--- config.mk ---
export PLATFORM = sky130hd
export DESIGN_NAME = led_serial_tx_flat
export DESIGN_NICKNAME = d
export VERILOG_FILES = /design/src/rtl/led_serial_tx_if.sv /design/src/rtl/led_serial_tx.sv /design/src/flat_wrapper.sv
export SDC_FILE = /design/constraint.sdc
export NUM_CORES = 1
export LEC_CHECK = 0
export ABC_AREA = 1
export BUFFER_PORTS_ARGS = -buffer_cell sky130_fd_sc_hd__buf_2
export CAP_MARGIN = 15
export CORE_AREA = 2 2 65 67
export DETAILED_ROUTE_END_ITERATION = 7
export DIE_AREA = 0 0 67 69
export GPL_TIMING_DRIVEN = 0
export PLACE_DENSITY = 0.61
export SKIP_LAST_GASP = 1
export SLEW_MARGIN = 10
export SYNTH_ARGS = -nofsm -noshare
export SYNTH_HDL_FRONTEND = slang
export SYNTH_SLANG_ARGS = --single-unit
--- constraint.sdc ---
create_clock -name clk -period 4.1 [get_ports clk]
set_input_delay 0.41 -clock clk [delete_from_list [all_inputs] [get_ports clk]]
set_output_delay 0.41 -clock clk [all_outputs]
set_load 0.02 [all_outputs]
--- src/rtl/led_serial_tx_if.sv ---
// Host/chain signal bundle for led_serial_tx. The pend signal exists only
// when LED_SERIAL_TX_PEND_EN is defined.
interface led_serial_tx_if #(
    parameter int DW = 16
) ();
    logic          start;
    logic [DW-1:0] data;
    logic          busy;
    logic          done;
    logic          led_clk;
    logic          led_sout;
    logic          led_clrn;
    logic          led_pen;
`ifdef LED_SERIAL_TX_PEND_EN
    logic          pend;
`endif

    modport master (
        output start, data,
        input  busy, done, led_clk, led_sout, led_clrn, led_pen
`ifdef LED_SERIAL_TX_PEND_EN
        , input pend
`endif
    );

    modport slave (
        input  start, data,
        output busy, done, led_clk, led_sout, led_clrn, led_pen
`ifdef LED_SERIAL_TX_PEND_EN
        , output pend
`endif
    );
endinterface

--- src/rtl/led_serial_tx.sv ---
// Serial transmit engine: shifts a DW-bit word MSB-first into a 74HC164-style
// chain, then pulses led_pen. Optional one-deep request buffer: LED_SERIAL_TX_PEND_EN.
module led_serial_tx #(
    parameter int DW  = 16,
    parameter int DIV = 2
) (
    input  logic             clk,
    input  logic             rst,
    led_serial_tx_if.slave   bus
);
    localparam int CW  = $clog2(DW + 1);
    localparam int DVW = $clog2(DIV + 1);
    localparam logic [DVW-1:0] DIV_LAST = DVW'(DIV - 1);
    localparam logic [CW-1:0]  CNT_LAST = CW'(DW - 1);

    typedef enum logic [1:0] {
        IDLE  = 2'b00,
        SHIFT = 2'b01,
        LATCH = 2'b10
    } state_t;

    state_t          state_q, state_d;
    logic [DW-1:0]   shift_q, shift_d;
    logic [CW-1:0]   cnt_q, cnt_d;
    logic [DVW-1:0]  div_q, div_d;
    logic            half_q, half_d;
    logic            busy_q, busy_d;
    logic            done_q, done_d;
    logic            led_clk_q, led_clk_d;
    logic            led_sout_q, led_sout_d;
    logic            led_clrn_q, led_clrn_d;
    logic            led_pen_q, led_pen_d;
    logic            load_s;
    logic [DW-1:0]   load_word_s;
`ifdef LED_SERIAL_TX_PEND_EN
    logic            pend_q, pend_d;
    logic [DW-1:0]   pend_data_q, pend_data_d;
`endif

    // Next-state, counters and registered-output decode.
    always_comb begin
        state_d     = state_q;
        shift_d     = shift_q;
        cnt_d       = cnt_q;
        div_d       = div_q;
        half_d      = half_q;
        load_s      = 1'b0;
        load_word_s = bus.data;
        led_clrn_d  = 1'b1;
`ifdef LED_SERIAL_TX_PEND_EN
        pend_d      = pend_q;
        pend_data_d = pend_data_q;
`endif

        case (state_q)
            IDLE: begin
`ifdef LED_SERIAL_TX_PEND_EN
                if (pend_q) begin
                    load_s      = 1'b1;
                    load_word_s = pend_data_q;
                    pend_d      = 1'b0;
                end else begin
                    load_s = bus.start;
                end
`else
                load_s = bus.start;
`endif
            end
            SHIFT: begin
                // A bit period is DIV low cycles followed by DIV high cycles.
                if (div_q == DIV_LAST) begin
                    div_d = {DVW{1'b0}};
                    if (!half_q) begin
                        half_d = 1'b1;
                    end else begin
                        half_d  = 1'b0;
                        shift_d = {shift_q[DW-2:0], 1'b0};
                        cnt_d   = cnt_q + CW'(1);
                        if (cnt_q == CNT_LAST) begin
                            state_d = LATCH;
                        end else begin
                            state_d = SHIFT;
                        end
                    end
                end else begin
                    div_d = div_q + DVW'(1);
                end
            end
            LATCH: begin
                if (div_q == DIV_LAST) begin
                    div_d   = {DVW{1'b0}};
                    state_d = IDLE;
`ifdef LED_SERIAL_TX_PEND_EN
                    if (pend_q) begin
                        load_s      = 1'b1;
                        load_word_s = pend_data_q;
                        pend_d      = 1'b0;
                    end else begin
                        load_s = 1'b0;
                    end
`endif
                end else begin
                    div_d = div_q + DVW'(1);
                end
            end
            default: begin
                state_d = IDLE;
            end
        endcase

`ifdef LED_SERIAL_TX_PEND_EN
        // Requests that cannot start now are parked; the newest one wins.
        if (bus.start && ((state_q != IDLE) || pend_q)) begin
            pend_d      = 1'b1;
            pend_data_d = bus.data;
        end else begin
            pend_d = pend_d;
        end
`endif

        if (load_s) begin
            state_d = SHIFT;
            shift_d = load_word_s;
            cnt_d   = {CW{1'b0}};
            div_d   = {DVW{1'b0}};
            half_d  = 1'b0;
        end else begin
            state_d = state_d;
        end

        busy_d     = (state_d != IDLE);
        led_clk_d  = (state_d == SHIFT) ? half_d : 1'b1;
        led_sout_d = (state_d == SHIFT) ? shift_d[DW-1] : 1'b0;
        led_pen_d  = (state_d == LATCH);
        done_d     = (state_d == LATCH) && (div_d == DIV_LAST);
    end

    // State, datapath and output registers with asynchronous reset.
    always_ff @(posedge clk or posedge rst) begin
        if (rst) begin
            state_q     <= IDLE;
            shift_q     <= {DW{1'b0}};
            cnt_q       <= {CW{1'b0}};
            div_q       <= {DVW{1'b0}};
            half_q      <= 1'b0;
            busy_q      <= 1'b0;
            done_q      <= 1'b0;
            led_clk_q   <= 1'b1;
            led_sout_q  <= 1'b0;
            led_clrn_q  <= 1'b0;
            led_pen_q   <= 1'b0;
`ifdef LED_SERIAL_TX_PEND_EN
            pend_q      <= 1'b0;
            pend_data_q <= {DW{1'b0}};
`endif
        end else begin
            state_q     <= state_d;
            shift_q     <= shift_d;
            cnt_q       <= cnt_d;
            div_q       <= div_d;
            half_q      <= half_d;
            busy_q      <= busy_d;
            done_q      <= done_d;
            led_clk_q   <= led_clk_d;
            led_sout_q  <= led_sout_d;
            led_clrn_q  <= led_clrn_d;
            led_pen_q   <= led_pen_d;
`ifdef LED_SERIAL_TX_PEND_EN
            pend_q      <= pend_d;
            pend_data_q <= pend_data_d;
`endif
        end
    end

    assign bus.busy     = busy_q;
    assign bus.done     = done_q;
    assign bus.led_clk  = led_clk_q;
    assign bus.led_sout = led_sout_q;
    assign bus.led_clrn = led_clrn_q;
    assign bus.led_pen  = led_pen_q;
`ifdef LED_SERIAL_TX_PEND_EN
    assign bus.pend     = pend_q;
`endif
endmodule

--- src/flat_wrapper.sv ---
// flat-port wrapper written by rule: the top's interface ports become plain ports
module led_serial_tx_flat 
#(
    parameter int DW  = 16,
    parameter int DIV = 2
)
  (clk, rst, bus_start, bus_data, bus_busy, bus_done, bus_led_clk, bus_led_sout, bus_led_clrn, bus_led_pen);
  led_serial_tx_if #(.DW(DW)) bus_i ();
  input  logic clk;
  input  logic rst;
  input wire logic [$bits(bus_i.start)-1:0] bus_start;
  input wire logic [$bits(bus_i.data)-1:0] bus_data;
  output wire logic [$bits(bus_i.busy)-1:0] bus_busy;
  output wire logic [$bits(bus_i.done)-1:0] bus_done;
  output wire logic [$bits(bus_i.led_clk)-1:0] bus_led_clk;
  output wire logic [$bits(bus_i.led_sout)-1:0] bus_led_sout;
  output wire logic [$bits(bus_i.led_clrn)-1:0] bus_led_clrn;
  output wire logic [$bits(bus_i.led_pen)-1:0] bus_led_pen;
  assign bus_i.start = bus_start;
  assign bus_i.data = bus_data;
  assign bus_busy = bus_i.busy;
  assign bus_done = bus_i.done;
  assign bus_led_clk = bus_i.led_clk;
  assign bus_led_sout = bus_i.led_sout;
  assign bus_led_clrn = bus_i.led_clrn;
  assign bus_led_pen = bus_i.led_pen;
  led_serial_tx #(.DW(DW), .DIV(DIV)) u_core (.clk(clk), .rst(rst), .bus(bus_i));
endmodule
==> results.md <==
- The wire length of the first global-routing pass is 5040 um.
- The number of vias per cell after detailed routing is 4.62.
- Summed over all failing endpoints, the final setup total negative slack is 0 ps.
- The HPWL after detailed placement is 2120 um.
- The die is 69 um tall.
- The count of buffers inserted at the top-level ports is 24.
- The core occupancy in the finished layout is 0.467.
- The detailed-router iteration count before antenna repair is 4.
- The worst slew margin relative to its limit is 0.622.
- The clock-pin slew reported for the worst setup and hold paths after clock tree synthesis is 70 ps.
- 25 I/O pins were placed.
- The row count is 23.
- Entering global routing, the biggest net connects 21 pins.
- In this run, the number of DRC markers left after iteration 0 of detailed routing was 44.
- The Yosys warning count is 0.
- The launch instance of the worst register-to-register path is u_core.state_q[1].
- The number of H-tree levels is 2.
- Walking the worst path, the cells encountered are inv_1 > ha_1 > nand4_4 > nand2_4 > inv_4 > buf_6 > nand2_1 > nand3_1.
- The count of non-filler cells in the finished layout is 255.
- The critical path class is flop to flop.
- The core region is 3910 um^2.
- Buffers added to address setup during post-CTS repair amount to 0.
- The startpoint type of the worst setup path is a flop.
- In this run the deepest clock path goes through 2 buffers.
- Setup repair after global routing left no endpoint under its margin.
- The initial standard-cell utilization of the core is 0.387.
- The critical path endpoint category is a flop.
- The number of diodes is 0.
- The cell sitting at the root of the clock tree is a clkbuf_8.
- The share of the cycle needed by the critical path after routing is 0.397.
- The CTS tree is yes.
- The global-route usage over all layers is 0.147.
- The count of placed standard cells including taps is 247.
- The share of synthesized area in the top cell type comes to 0.512.
- At the pin with the least slew margin, the transition time is 566 ps.
- The depth of the worst register-to-register path is 8.
- The tree built by TritonCTS fans out to 32 sinks.
- The cell leakage power is 0.965 nW.
- The final setup violation count is 0.
- The required time of the critical path is 4270 ps.
- The slowest cell on the critical path is dfrtp_1.
- The number of slew-limit violations in the final report is 0.
- The number of nets in the final layout is 229.
- Global routing finished with a remaining overflow of 0.
- On the final layout, the worst clock skew is 4.54 ps.
- Summed over all layers, the routed wires come to 2850 um.
- The power density over the cells is 329 nW/um^2.
- Across all register-to-register paths, the minimum setup slack is 2470 ps.
- Clock latency on the worst-skew pair, taken at its later pin, is 280 ps.
- The final routed DRC violation total is 0.
- In this run the worst path has a maximum fanout of 10.
- The total via count after detailed routing is 1,177.
- The number of global-route vias before repair came to 1,122.
- The worst-case IR drop observed on VDD is 0.000154 V.
- The number of antenna violations at the first check in global routing is 0.
- Max-cap violations in this run came to 0.
- The number of gates resized after cts is 0.
- Summed over all instances, the cell type with the most area after synthesis is dfrtp_1.
- The maximum frequency from static timing analysis is 0.615 GHz.
- The worst stage delay on the critical path is 430 ps.
- The run finished with clean final reports.
- The die covers 4620 um^2.
- The CTS buffer count is 5.
- The worst min-delay path category is primary input to asynchronous set/reset pin.
- The number of library cell types mapped by synthesis is 27.
- Ranked by total cell area, the synthesized netlist is headed by dfrtp_1 51%, nand2_1 12%, nand3_1 9.6%, ha_1 5.0%, inv_1 4.7%.
- The critical register-to-register path endpoint is u_core.shift_q[3].
- The share of synthesized area occupied by flip-flops and latches is 0.529.
- The synthesized design contains 32 register bits.
- The number of hold buffers added after CTS was 0.
- The library cell used most frequently in the layout, excluding fill and tap cells, is nand2_1.
- Synthesis handed over a netlist of 172 instances.
- Leaving out fill and tap cells, the most frequent cells in the layout are 47 x nand2_1, 31 x dfrtp_1, 29 x nand3_1.
- The number of nets still failing antenna checks after routing is 0.
- The weighted congestion reported at the end of routability-driven placement is 0.730.
- The total count of hold-check failures in the final report is 0.
- The net count of the mapped netlist is 197.
- The summed instance area of the synthesized netlist is 1520 um^2.
- The mean instance size in the synthesized netlist is 8.82 um^2.
- The post-route worst hold slack is 175 ps.
- Data arrives at the worst endpoint at 1790 ps.
- The die boundary width is 67 um.
- The fraction of layout instances using a drive strength above 1 is 0.210.
- In the final routed layout, each cell accounts on average for 11.2 um.
- From synthesis to final layout, the design area changed by 20.5%.
- The final critical path time including I/O delays and setup is 1630 ps.
registers in the layout (all words and copies together), names as in the netlist, 2 cells and up:
register,cells
u_core.cnt_q,5
u_core.div_q,2
u_core.shift_q,16
u_core.state_q,2
layer usage:
metal | vias to the layer above | routed length (um) | global-route usage | part of all wire
li1 | 616 | - | - | -
met1 | 533 | 1390 | 0.205 | 0.49
met2 | 26 | 1280 | 0.200 | 0.45
met3 | 2 | 154 | 0.0636 | 0.054
met4 | 0 | 21 | 0.0544 | 0.0074
met5 | - | 0 | 0 | 0
worst max path at each step:
stage | cells after the start | slack (ps) | start | endpoint
floorplan | 11 | 2660 | u_core.cnt_q[0] | u_core.bus.led_sout
global placement | 8 | 2480 | u_core.state_q[1] | u_core.shift_q[1]
detailed placement | 8 | 2470 | u_core.state_q[1] | u_core.shift_q[3]
CTS | 8 | 2460 | u_core.state_q[1] | u_core.shift_q[12]
global route | 11 | 2300 | u_core.cnt_q[0] | u_core.bus.led_sout
finish | 8 | 2470 | u_core.state_q[1] | u_core.shift_q[3]
layout make-up:
| class | count | area, um^2 |
|---|---|---|
| inverter | 21 | 82.6 |
| multi-input combinational | 113 | 588 |
| timing repair buffer | 25 | 148 |
| sequential | 32 | 802 |
| fill | 412 | 2090 |
| tap | 50 | 62.6 |
| buffer | 6 | 43.8 |
| clock buffer | 8 | 100 |
critical path, delay by kind of cell (launching register included):
kind,cells,cell delay (ps)
simple gates,4,510
flops,1,430
buf+inv,3,300
fa+ha+maj,1,260
cell families (layout without fill, tap and decap cells):
family                   Yosys count  in the layout  synth area share
AND/OR/NAND/NOR                   91             91             0.271
flip-flops                        32             32             0.529
buffers and inverters             27             60            0.0833
AO/OA/AOI/OAI                     14             14            0.0586
adder cells (fa/ha/maj)            6              6            0.0495
other                              1              1           0.00247
XOR/XNOR                           1              1           0.00578
synth_stat cells (all sizes together):
cell type	count
nand2	49
dfstp	1
nor3	3
o211ai	2
o311ai	2
dfrtp	31
nand3	29
conb	1
o21ai	4
ha	6
a21oi	4
clkinv	1
clkbuf	1
inv	20
o31ai	1
nand4	2
a22o	1
buf	5
xor2	1
nor2	8
where the power goes:
group | internal (mW) | total (mW) | switching, mW | leakage, nW
sequential | 0.316 | 0.316 | 0.000101 | 0.417
clock | 0.153 | 0.265 | 0.112 | 0.0515
combinational | 0.00897 | 0.0187 | 0.00970 | 0.497
through the flow:
step	total power, mW	area (um^2)	worst slack, ps
final	0.600	1830	2470
after global routing	0.629	1830	2300
after CTS	0.606	1830	2460
after detailed placement	0.342	1730	2470
after global placement	0.338	1700	2480
after floorplan	0.328	1520	2660
(Power assumes the default switching activity.)
